File: src/rtl/parking_gate_arbiter.sv
// rtl/parking_gate_arbiter.sv - shared barrier gate arbiter for normal and handicapped lots
// Optional PARK_ARB_STATS_EN adds a saturating deny_cnt output.
module parking_gate_arbiter #(
  parameter int OPEN_CYCLES  = 8,
  parameter int CLOSE_CYCLES = 2,
  parameter int TMR_W        = 4
) (
  input  logic       clk,
  input  logic       reset,
  input  logic       n_entry,
  input  logic       n_exit,
  input  logic       h_entry,
  input  logic       h_exit,
  input  logic       n_full,
  input  logic       h_full,
  input  logic       n_empty,
  input  logic       h_empty,
  output logic       gate_open,
  output logic       n_inc,
  output logic       n_dec,
  output logic       h_inc,
  output logic       h_dec,
  output logic       deny,
  output logic [1:0] grant_id,
`ifdef PARK_ARB_STATS_EN
  output logic [7:0] deny_cnt,
`endif
  output logic       busy
);

  typedef enum logic [1:0] {IDLE, OPEN, CLOSE} state_t;

  state_t           state, state_nxt;
  logic [3:0]       sens, sens_q, pending, clr;
  logic [3:0]       strobe_q, strobe_nxt;
  logic [TMR_W-1:0] tmr, tmr_nxt;
  logic             rr, rr_nxt;
  logic [1:0]       gid_nxt, win_id;
  logic             win_valid, blocked;

  // Request index doubles as strobe index: 0 n_entry/n_inc, 1 n_exit/n_dec, 2 h_entry/h_inc, 3 h_exit/h_dec.
  assign sens = {h_exit, h_entry, n_exit, n_entry};

  always_comb begin
    win_valid = 1'b0;
    win_id    = 2'd0;
    if (pending[1] || pending[3]) begin
      win_valid = 1'b1;
      win_id    = (pending[3] && (!rr || !pending[1])) ? 2'd3 : 2'd1;
    end else if (pending[0] || pending[2]) begin
      win_valid = 1'b1;
      win_id    = (pending[2] && (!rr || !pending[0])) ? 2'd2 : 2'd0;
    end
    case (win_id)
      2'd0:    blocked = n_full;
      2'd1:    blocked = n_empty;
      2'd2:    blocked = h_full;
      default: blocked = h_empty;
    endcase
  end

  always_comb begin
    state_nxt  = state;
    tmr_nxt    = tmr;
    rr_nxt     = rr;
    clr        = 4'd0;
    strobe_nxt = 4'd0;
    gid_nxt    = grant_id;
    deny       = 1'b0;
    case (state)
      IDLE: begin
        if (win_valid) begin
          clr[win_id] = 1'b1;
          rr_nxt      = ~rr;
          if (blocked) begin
            deny = 1'b1;
          end else begin
            state_nxt          = OPEN;
            tmr_nxt            = TMR_W'(OPEN_CYCLES - 1);
            gid_nxt            = win_id;
            strobe_nxt[win_id] = 1'b1;
          end
        end
      end
      OPEN: begin
        if (tmr == '0) begin
          state_nxt = CLOSE;
          tmr_nxt   = TMR_W'(CLOSE_CYCLES - 1);
        end else begin
          tmr_nxt = tmr - 1'b1;
        end
      end
      CLOSE: begin
        if (tmr == '0) state_nxt = IDLE;
        else           tmr_nxt   = tmr - 1'b1;
      end
      default: state_nxt = IDLE;
    endcase
  end

  always_ff @(posedge clk or negedge reset) begin
    if (!reset) begin
      state    <= IDLE;
      tmr      <= '0;
      rr       <= 1'b0;
      sens_q   <= 4'd0;
      pending  <= 4'd0;
      strobe_q <= 4'd0;
      grant_id <= 2'd0;
    end else begin
      state    <= state_nxt;
      tmr      <= tmr_nxt;
      rr       <= rr_nxt;
      sens_q   <= sens;
      // A fresh edge on the bit being served survives so it is not lost.
      pending  <= (pending & ~clr) | (sens & ~sens_q);
      strobe_q <= strobe_nxt;
      grant_id <= gid_nxt;
    end
  end

`ifdef PARK_ARB_STATS_EN
  always_ff @(posedge clk or negedge reset) begin
    if (!reset)                      deny_cnt <= 8'd0;
    else if (deny && deny_cnt != 8'hFF) deny_cnt <= deny_cnt + 8'd1;
  end
`endif

  assign gate_open = (state == OPEN);
  assign busy      = (state != IDLE);
  assign n_inc     = strobe_q[0];
  assign n_dec     = strobe_q[1];
  assign h_inc     = strobe_q[2];
  assign h_dec     = strobe_q[3];

endmodule

File: config.mk
export PLATFORM = sky130hd
export DESIGN_NAME = parking_gate_arbiter
export DESIGN_NICKNAME = d
export VERILOG_FILES = /design/src/rtl/parking_gate_arbiter.sv
export SDC_FILE = /design/constraint.sdc
export NUM_CORES = 1
export LEC_CHECK = 0
export BUFFER_PORTS_ARGS = -buffer_cell sky130_fd_sc_hd__buf_2
export CAP_MARGIN = 40
export CORE_MARGIN = 2
export CORE_UTILIZATION = 40
export DETAILED_ROUTE_END_ITERATION = 8
export SLEW_MARGIN = 10
export SYNTH_ARGS = -nofsm -noshare
export SYNTH_HDL_FRONTEND = slang
export SYNTH_SLANG_ARGS = --single-unit
File: constraint.sdc
create_clock -name clk -period 2.4 [get_ports clk]
set_input_delay 0.48 -clock clk [delete_from_list [all_inputs] [get_ports clk]]
set_output_delay 0.48 -clock clk [all_outputs]
set_load 0.01 [all_outputs]
# Yosys cells after proc, flatten, opt, wreduce, memory -nomap -nowiden
# Index checks and enable logic that the tools add are counted.
dict set report totals {
  reg_bits 21
  input_bits 10
  output_inout_bits 9
  word_cells 72
}
dict set report op_classes {
  addsub 1
  order_cmp 2
  n_eq_ne 9
  n_mux 27
  n_bitwise 7
  reduce_logical 19
}
# op count
set ops {}
lappend ops {{4-bit 2-to-1 mux} 9}
lappend ops {{2-bit 2-to-1 mux} 8}
lappend ops {{4-bit one-hot mux with 3 select lines} 1}
lappend ops {{4-bit bitwise AND} 2}
lappend ops {{2-bit inequality test, second input constant} 4}
lappend ops {{4-bit NOT} 2}
lappend ops {{4-bit AND reduction} 2}
lappend ops {{1-bit 2-to-1 mux} 6}
lappend ops {{2-bit one-hot mux with 3 select lines} 1}
lappend ops {{2-bit by 1-bit == test with 1-bit output, second input constant} 2}
lappend ops {{2-bit == test, second input constant} 2}
lappend ops {{2-bit logical NOT} 2}
lappend ops {{4-bit logical NOT} 1}
lappend ops {{1-bit logical OR} 4}
lappend ops {{4-bit OR} 1}
lappend ops {{4-bit by 1-bit subtractor with 4-bit output, second input constant} 1}
lappend ops {{1-bit logical AND} 3}
lappend ops {{1-bit logical NOT} 3}
lappend ops {{2-bit by 3-bit < comparator with 1-bit output, second input constant} 1}
lappend ops {{1-bit one-hot mux with 3 select lines} 1}
lappend ops {{3-bit AND reduction} 1}
lappend ops {{3-bit nonzero test} 1}
lappend ops {{1-bit demux with 2-bit select} 1}
lappend ops {{2-bit by 1-bit >= comparator with 1-bit output, second input constant} 1}
lappend ops {{other kinds (4)} 5}

# Logic depth before layout (Yosys ltp)
# Gate-level depths: netlist of the first run.
dict set report depth {
  depth_word 15
  depth_mapped 7
  ltp_nobuf 7
}

# Worst setup path after synthesis of the first run
# No wires, ideal clock.
dict set report synth_path {
  path_kind {reg-to-reg}
  startpoint {register tmr[0]}
  endpoint {register tmr[1]}
  setup_ns 0.125
  t_arrival_ns 1.710
  required_ns 2.275
  slack_ns 0.565
  path_stages_with_launch 7
  path_buffers 0
  synth_period_minus_slack_ns 1.835
  path_cell_list {dfrtp_1 > inv_1 > ha_1 > or3b_2 > a21oi_1 > o21ai_0 > mux2_4}
}
dict set report synth_via {
  elab_chain_len 3
  word_cells_on_any_way 7
  classes_between {add/sub (1); eq/ne (1); mux (3); reduce/logical (2)}
}
# item line_no
set synth_rtl {}
lappend synth_rtl {{from (decl)} 36} ;# logic [TMR_W-1:0] tmr, tmr_nxt;
lappend synth_rtl {{from (signal assigned)} 112} ;# tmr <= tmr_nxt;
lappend synth_rtl {{4-bit by 1-bit subtractor with 4-bit output / 4-bit logical NOT (equally long branches)} n/a}
lappend synth_rtl {{4-bit 2-to-1 mux, or another cell as far along} 94} ;# if (tmr == '0) state_nxt = IDLE;
lappend synth_rtl {{4-bit one-hot mux with 3 select lines / 4-bit AND reduction (equally long branches)} n/a}
# Parallel ways exist; a longest one is shown, timed or not. The select of a mux whose other input is x is not followed.
# A chain may end at the register's enable or synchronous reset.

# Final worst setup path of the first run
dict set report layout_path {
  startpoint {register pending[2]}
  endpoint {output port deny}
}
dict set report layout_via {
  elab_chain_len 9
  word_cells_on_any_way 14
  classes_between {eq/ne (2); mux (9); reduce/logical (3)}
}
# item line_no
set layout_rtl {}
lappend layout_rtl {{from (decl)} 34} ;# logic [3:0] sens, sens_q, pending, clr;
lappend layout_rtl {{from (signal assigned)} 116} ;# pending <= (pending & ~clr) | (sens & ~sens_q);
lappend layout_rtl {{1-bit logical AND} 52} ;# win_id = (pending[2] && (!rr || !pending[0])) ? 2'd2 : 2'd0;
lappend layout_rtl {{2-bit 2-to-1 mux} 52}
lappend layout_rtl {{2-bit 2-to-1 mux} 50} ;# end else if (pending[0] || pending[2]) begin
lappend layout_rtl {{2-bit 2-to-1 mux} 47} ;# if (pending[1] || pending[3]) begin
lappend layout_rtl {{2-bit == test, or another cell as far along} 54} ;# case (win_id)
lappend layout_rtl {{1-bit one-hot mux with 3 select lines} 54}
lappend layout_rtl {{1-bit 2-to-1 mux} 75} ;# if (blocked) begin
lappend layout_rtl {{1-bit 2-to-1 mux (*)} 72} ;# if (win_valid) begin
lappend layout_rtl {{1-bit 2-to-1 mux (*)} 70} ;# case (state)
lappend layout_rtl {{to (decl)} 23} ;# output logic deny,
# Mark *: on every way between the ends. The rest lies on a longest branch, timed or not.

==> results of run 1 <==
[per-stage QoR]
stage	std cells	hold slack, ns	cell area [um^2]	total power (W)
6_report	159	0.1077	1256	0.001663
5_1_grt	159	0.1212	1256	0.001822
4_1_cts	159	0.1197	1245	0.001663
3_5_place_dp	155	0.4125	1215	0.001482
3_3_place_gp	155	0.4014	1215	0.001466
2_1_floorplan	107	0.1844	1091	0.001239
[cell usage after synthesis, drive strengths merged, types with 3 or more instances]
master	number	area [um^2]
inv	12	45.04
dfrtp	21	525.5
nor2	4	15.01
ha	6	75.07
nor3	3	15.01
nor2b	3	18.77
nand2	8	30.03
o21ai	18	90.09
a21oi	5	28.78
[cell type report]
type,count,area [um^2],share of cell area [%]
Clock buffer,3,22.52,1.793
Clock inverter,1,7.507,0.5976
Inverter,12,45.04,3.586
Multi-Input combinational cell,73,518.0,41.24
Sequential cell,21,528.0,42.03
Tap cell,30,37.54,2.988
Timing Repair Buffer,19,97.59,7.769
[power groups by stage]
stage,Sequential [W],Combinational [W],Clock (W)
CTS,0.000603,0.000881,0.000179
floorplan,0.000591,0.000648,0
finish,0.000611,0.000883,0.000170
detailed placement,0.000610,0.000871,0
global placement,0.000606,0.000860,0
global route,0.000633,0.000993,0.000196
[path summary, 6_finish.rpt]
check	startpoint	end	cells past startpoint
worst max-delay path	pending[2]	deny	5
worst min-delay path	reset	tmr[3]	1
worst max register to register	tmr[0]	tmr[1]	6
worst min register to register	sens_q[0]	pending[0]	1
max in group asynchronous	reset	pending[1]	1
min in group clk	h_exit	sens_q[3]	1
[flip-flops by register name, indices dropped and copies added, names as in the netlist]
register	count
grant_id	2
pending	4
rr	1
sens_q	4
state	2
strobe_q	4
tmr	4
[cell usage in the layout, fill, tap and decap left out, types with 2 or more instances in the layout]
| master | instances |
|---|---|
| sky130_fd_sc_hd__ha_1 | 6 |
| sky130_fd_sc_hd__nor2_1 | 4 |
| sky130_fd_sc_hd__o21ai_0 | 18 |
| sky130_fd_sc_hd__buf_2 | 18 |
| sky130_fd_sc_hd__a21bo_2 | 2 |
| sky130_fd_sc_hd__clkbuf_4 | 3 |
| sky130_fd_sc_hd__nand2_1 | 8 |
| sky130_fd_sc_hd__nor2b_1 | 3 |
| sky130_fd_sc_hd__nor3_1 | 3 |
| sky130_fd_sc_hd__o31ai_1 | 2 |
| sky130_fd_sc_hd__dfrtp_1 | 19 |
| sky130_fd_sc_hd__a21oi_1 | 4 |
| sky130_fd_sc_hd__inv_1 | 12 |
| sky130_fd_sc_hd__dfrtp_2 | 2 |
[logic make-up (layout without fill, tap and decap cells)]
family | count (synthesis) | count (layout)
xor+xnor | 1 | 1
buf+inv | 13 | 35
simple gates | 29 | 29
mux | 2 | 2
compound gates | 35 | 35
fa+ha+maj | 6 | 6
flops | 21 | 21
[layer usage]
layer | track usage, % | vias up | part of all wire (%)
met1 | 19.80 | 386 | 49
met5 | 0 | - | 0
met4 | 2.041 | 0 | 0.76
met2 | 21.51 | 17 | 46
met3 | 4.186 | 2 | 4.1
li1 | - | 417 | -
[repair_timing]
action	in CTS	in global routing
hold buffers	0	0
setup endpoints to repair	0	1
gates resized for setup	0	4
setup buffers	0	0
==> flow_results.org, run 1 <==
** Status
- The flow ran to the end, and the final reports show no timing, DRC or antenna violations.

** Setup path
- The worst register-to-register path has a setup slack of 0.35 ns.
- Along the worst path, the maximum fanout reaches 5.
- The largest single stage delay on the critical path is 0.44 ns.
- The worst setup path is launched from a register.
- Required time reported for the critical path endpoint :: 1.92 ns
- Critical path buffer and inverter count :: 1
- Broken down by cell family, the worst path's largest delay share belongs to flip-flops.
- Arrival time at the worst endpoint :: 1.78 ns
- The worst setup path is captured at an output port.
- Chain of cells forming the critical path :: a21bo_2 -> mux2i_2 -> and3_1 -> nor3_1 -> buf_2
- The critical path is of the reg -> out type.
- Master of the slowest instance on the critical path :: sky130_fd_sc_hd__dfrtp_1

** Timing
- Setup violations remaining at the end of the flow were counted as 0.
- At the pin with the least slew margin, the transition time is 0.5088 ns.
- The final critical path takes up 94.07% of the cycle.
- Subtracting the final worst setup slack from the clock period gives 2.258 ns.
- Measured against its own limit, the worst slew margin works out to 65.71%.
- Setup TNS :: 0 ns
- Setup repair after global routing left no endpoint under its margin.
- Setup slack closes at 0.1424 ns.
- Derived from the worst setup path, the maximum achievable clock frequency is 442.9 MHz.
- The number of failing hold endpoints at the final stage was 0.
- The number of pins exceeding their max-slew limit in the final report is 0.
- Post-route clock skew :: 0.005470 ns

** Clock tree
- Clock-pin slew was measured on the worst setup and hold paths at 0.12 ns.
- Total clock buffers created by CTS :: 3
- CTS tree :: yes
- Root buffer cell :: sky130_fd_sc_hd__clkbuf_4
- The clock drives 21 sinks.
- For the worst-skew pair, the clock arrives at the later sink with an insertion delay of 0.30 ns.
- In this run the number of H-tree levels came out at 1.
- Largest buffer count on any clock path :: 2

** Synth
- Multiplexer cells account for 2.294% of the synthesized area.
- Most used flip-flop cell after synthesis :: sky130_fd_sc_hd__dfrtp_1
- Count of yosys warnings during synthesis :: 0
- Distinct cell type count of the synthesized netlist :: 34
- Counting flops and latches in the post-synthesis netlist gives 21.
- The cell area that synthesis handed to floorplanning was 1091 um^2.
- Synthesis produced a netlist with a net count of 123.
- Post-synthesis cell count :: 107
- After synthesis, the largest family of logic cells by area is compound AO/OA/AOI/OAI gates.
- The share of the Yosys chip area taken by registers is 48.17%.
- Of all flip-flops after synthesis, the portion carrying an async set or reset was 100.0%.
- Area share of xor/xnor cells in the synthesized design :: 0.8028%
- Arithmetic-cell share of the synthesized area counting full adders, half adders and majority gates :: 6.881%
- Summing the areas of all and, or, nand and nor instances in the mapped netlist gives 15.37% of the synthesized area.
- Number of enable-type register cells in the synthesized netlist :: 0
- Average size of a mapped cell :: 10.20 um^2
- Synth Area in Compound Gates :: 21.33%

** Power
- For this design the static power due to leakage is 0.6081 nW.
- Cell internal pwr :: 0.0009522 W
- Cell area power density :: 1324 nW/um^2
- Relative contribution of combinational cells to total power :: 53.1%
- For this design the total switching power over the nets is 0.0007113 W.
- The clock network accounts for 10.2% of the total power.
- Worst IR drop on VDD :: 0.0006988 V
- Portion of total power attributed to sequential cells :: 36.7%
- Net switching is 42.76% of the power.

** Drt
- Drt initial violations :: 19
- In the routed design, unresolved DRC markers number 0.
- Vias after detailed routing :: 822
- After detailed routing, the average wire length per cell comes to 12.48 um.
- Overall routed net length :: 1.984 mm
- First-pass iteration count of the detailed router :: 4
- DR vias/cell :: 5.170
- In this run the remaining antenna-violating nets after routing total 0.

** Min path
- The path class of the tightest hold or removal check is in -> async.

** Job
- Across the run, the number of max-cap violations was 0.

** Floorplanning
- Die width :: 56.23 um
- In this run the vertical extent of the chip is 56.23 um.
- I/O pin cnt :: 19
- The die covers 3161 um^2.
- In this run the core area contains 18 standard-cell rows.
- Core area :: 2522 um^2
- Initial standard-cell utilization of the core :: 43.25%

** Global routing
- Global routing finished with a remaining overflow of 0.
- The initial antenna violation count was 0.
- Wire length of the first global-routing pass :: 3.539 mm
- Via count of the first global-routing pass :: 770
- All-layer global routing usage :: 13.97%
- Maximum number of pins on one net before global-route repair :: 22

** Place
- At the end of routability-driven placement, the weighted congestion stood at 0.8018.
- Buffers placed on the I/O ports in this run total 18.
- Pre-CTS setup slack :: 0.3814 ns
- Detailed placement finished with a half-perimeter wire length of 1.490 mm.

** Layout
- Final Util :: 49.80%
- Ratio of cells with drive above 1 in the final layout :: 28.68%
- The filler cells instantiated in the layout total 240.
- The number of antenna diodes in the final layout is 0.
- In the final design database the tool counted 146 nets.
- Compared with the post-synthesis result, the final layout area differs by 15.14%.
Note: power is estimated with default switching activity, not from simulation.
==> run 2, diff against run 1 <==
- CORE_MARGIN: 2 -> 3
- REMOVE_ABC_BUFFERS: not set -> 1
- clock period: 2.4 -> 2.8 ns (I/O delays scaled with it)
==> flow_results.org, run 2 (same netlist as run 1, synthesis figures left out) <==
** Clock tree
- Total of hold buffers inserted after clock tree synthesis :: 0
- Post-CTS Resized :: 0
- TritonCTS built the clock tree.
- Maximum level of the CTS H-tree :: 1
- CTS placed an instance of sky130_fd_sc_hd__clkbuf_4 at the clock tree root.
- Total clock buffers created by CTS :: 3
- Counting every sink on the clock net gives 21.
- Skew-Pair Late Insertion Delay :: 0.30 ns
- Largest buffer count on any clock path :: 2
- Clock-pin slew was measured on the worst setup and hold paths at 0.12 ns.
- Post-CTS timing repair inserted 0 buffers for setup.

** Global routing
- Routing usage on met2 :: 22.58%
- For met3 alone, demand over resource in global routing was 2.004%.
- After global routing the overflow that remains totals 0.
- Entering global routing, the biggest net connects 22 pins.
- In the global route stage, overall resource usage came out at 13.63%.
- The initial antenna violation count was 0.
- The layer flagged by global routing as most heavily used is met2.
- The number of global-route vias before repair came to 816.
- The first global-routing pass estimated 3.539 mm of wire.
- In the global route stage, met1 resource usage came out at 17.18%.

** Drt
- In this run the remaining antenna-violating nets after routing total 0.
- DRC violation count after routing :: 0
- Vias after detailed routing :: 806
- In this run, the number of DRC markers left after iteration 0 of detailed routing was 37.
- Wire length per cell :: 12.83 um
- DR vias/cell :: 5.101
- Overall routed net length :: 2.027 mm
- First-pass iteration count of the detailed router :: 4

** Timing
- Final Critical Period :: 2.401 ns
- The number of failing hold endpoints at the final stage came to 0.
- Total setup violations reported at the end of the flow :: 0
- At the pin with the least slew margin, the transition time is 0.4498 ns.
- Setup repair after global routing left no endpoint under its margin.
- In the finished design, the share of the clock period the worst path needs comes to 85.75%.
- Setup TNS :: 0 ns
- Max-slew violations :: 0
- Post-route clock skew :: 0.001331 ns
- Max Freq :: 416.5 MHz
- Headroom to the max-slew limit :: 69.69%

** Layout
- Ratio of cells with drive above 1 in the final layout :: 25.00%
- The multi-input combinational cells in the finished layout cover a total of 509.2 um^2.
- Commonest cells after routing, fill and taps aside :: 21 x sky130_fd_sc_hd__dfrtp_1, 18 x sky130_fd_sc_hd__o21ai_0, 18 x sky130_fd_sc_hd__buf_2
- For this run, the post-layout net count is 145.
- Leaving out fill and tap cells, the most frequent cell in the layout is sky130_fd_sc_hd__dfrtp_1.
- Across the whole layout, storage elements account for 525.5 um^2.
- Layout overhead on the synthesized area :: 13.19%
- After filler insertion, the fill cell instance count of the layout stands at 251.
- The repair_antennas step left the layout with diodes totalling 0.

** Power
- Relative contribution of combinational cells to total power :: 52.0%
- Sw frac :: 43.21%
- Summed over all cells, the static leakage comes to 0.6092 nW.
- In this run the power spent charging and discharging nets is 0.0006018 W.
- In this run the power density over the cells is 1128 nW/um^2.
- Final total power :: 0.001392 W
- The share of total power dissipated in sequential elements is 37.5%.
- The clock network is responsible for 10.5% of the overall power.
- Across the VDD grid, the largest voltage drop is 0.0004824 V.
- Cell internal pwr :: 0.0007907 W

** Min path
- The min-delay analysis places its worst path in the category in -> async.

** Floorplanning
- Die Area :: 3390 um^2
- Number of rows created at floorplan :: 18
- The total area inside the core boundary comes to 2545 um^2.
- Chip Height :: 58.23 um
- Measured along the x axis, the die boundary spans 58.23 um.
- I/O pin cnt :: 19
- For this configuration, the core starts out at a cell density of 42.87%.

** Place
- HPWL after detailed placement :: 1.501 mm
- Quantity of I/O buffers inserted on ports :: 18
- Final GP Congestion :: 0.8702

** Setup path
- The worst setup path is captured at an output port.
- Element type at the critical path start :: register
- For the worst setup path, the data required time is 2.24 ns.
- STA puts the critical path data arrival time at 1.84 ns.
- Peak fanout along the critical path :: 13
- The setup path with the least slack is of type reg -> out.

** Job
- Number of max-cap violations :: 0

** Status
- Result of the run :: finished clean
[run 2: cell count changes in the layout (fill, tap and decap cells not counted)]
cell / change
sky130_fd_sc_hd__buf_4: -1
sky130_fd_sc_hd__dfrtp_1: +2
sky130_fd_sc_hd__nor3b_1: +1
sky130_fd_sc_hd__nor3b_2: -1
sky130_fd_sc_hd__mux2i_2: -1
sky130_fd_sc_hd__clkinv_2: +1
sky130_fd_sc_hd__mux2i_1: +1
sky130_fd_sc_hd__clkinvlp_4: -1
sky130_fd_sc_hd__dfrtp_2: -2
[run 2: metrics by stage]
step / util (%) / instance area, um^2 / setup slack, ns / hold WS, ns / instances
after floorplan: - / 1080 / 0.9083 / 0.2644 / 106
after global placement: 47.44 / 1207 / 0.7233 / 0.4026 / 154
after detailed placement: 47.44 / 1207 / 0.7193 / 0.4103 / 154
after CTS: 48.53 / 1235 / 0.3907 / 0.1920 / 158
after global routing: 48.53 / 1235 / 0.2082 / 0.2121 / 158
final: 48.53 / 1235 / 0.3991 / 0.1871 / 158
[run 2: worst max-delay path, stage by stage (launching register included)]
cell and delay (ns):
sky130_fd_sc_hd__dfrtp_1 0.59, sky130_fd_sc_hd__and2b_1 0.23, sky130_fd_sc_hd__mux2i_1 0.28, sky130_fd_sc_hd__and3_1 0.23, sky130_fd_sc_hd__nor3_1 0.06, sky130_fd_sc_hd__buf_2 0.15
[run 2: power by group through the flow]
stage	Clock (W)	Combinational, W	Sequential [W]
final	0.000147	0.000724	0.000522
after global routing	0.000167	0.000818	0.000539
after CTS	0.000157	0.000731	0.000519
after detailed placement	0	0.000728	0.000524
after global placement	0	0.000716	0.000524
after floorplan	0	0.000531	0.000516
[run 2: final timing paths]
check	slack (ns)	cells after the start	end	from
max	0.40	5	deny	pending[1]
min	0.19	1	strobe_q[0]	reset
max reg2reg	0.65	7	tmr[3]	tmr[0]
min reg2reg	0.42	1	pending[3]	sens_q[3]
max in group asynchronous	2.30	1	tmr[2]	reset
min in group clk	0.37	1	sens_q[2]	h_entry
[run 2: area by class of cell]
cell class,instances,area share (%)
clock buffers,3,1.824
clock inverters,1,0.4053
inverters,12,3.647
multi-input cells,73,41.24
flip-flops and latches,21,42.55
well taps,30,3.040
repair buffers,18,7.295
[run 2: layer usage]
layer  up-vias  wire (um)
met5         -          0
li1        413          -
met2        19        950
met4         0         14
met3         2         72
met1       372        989
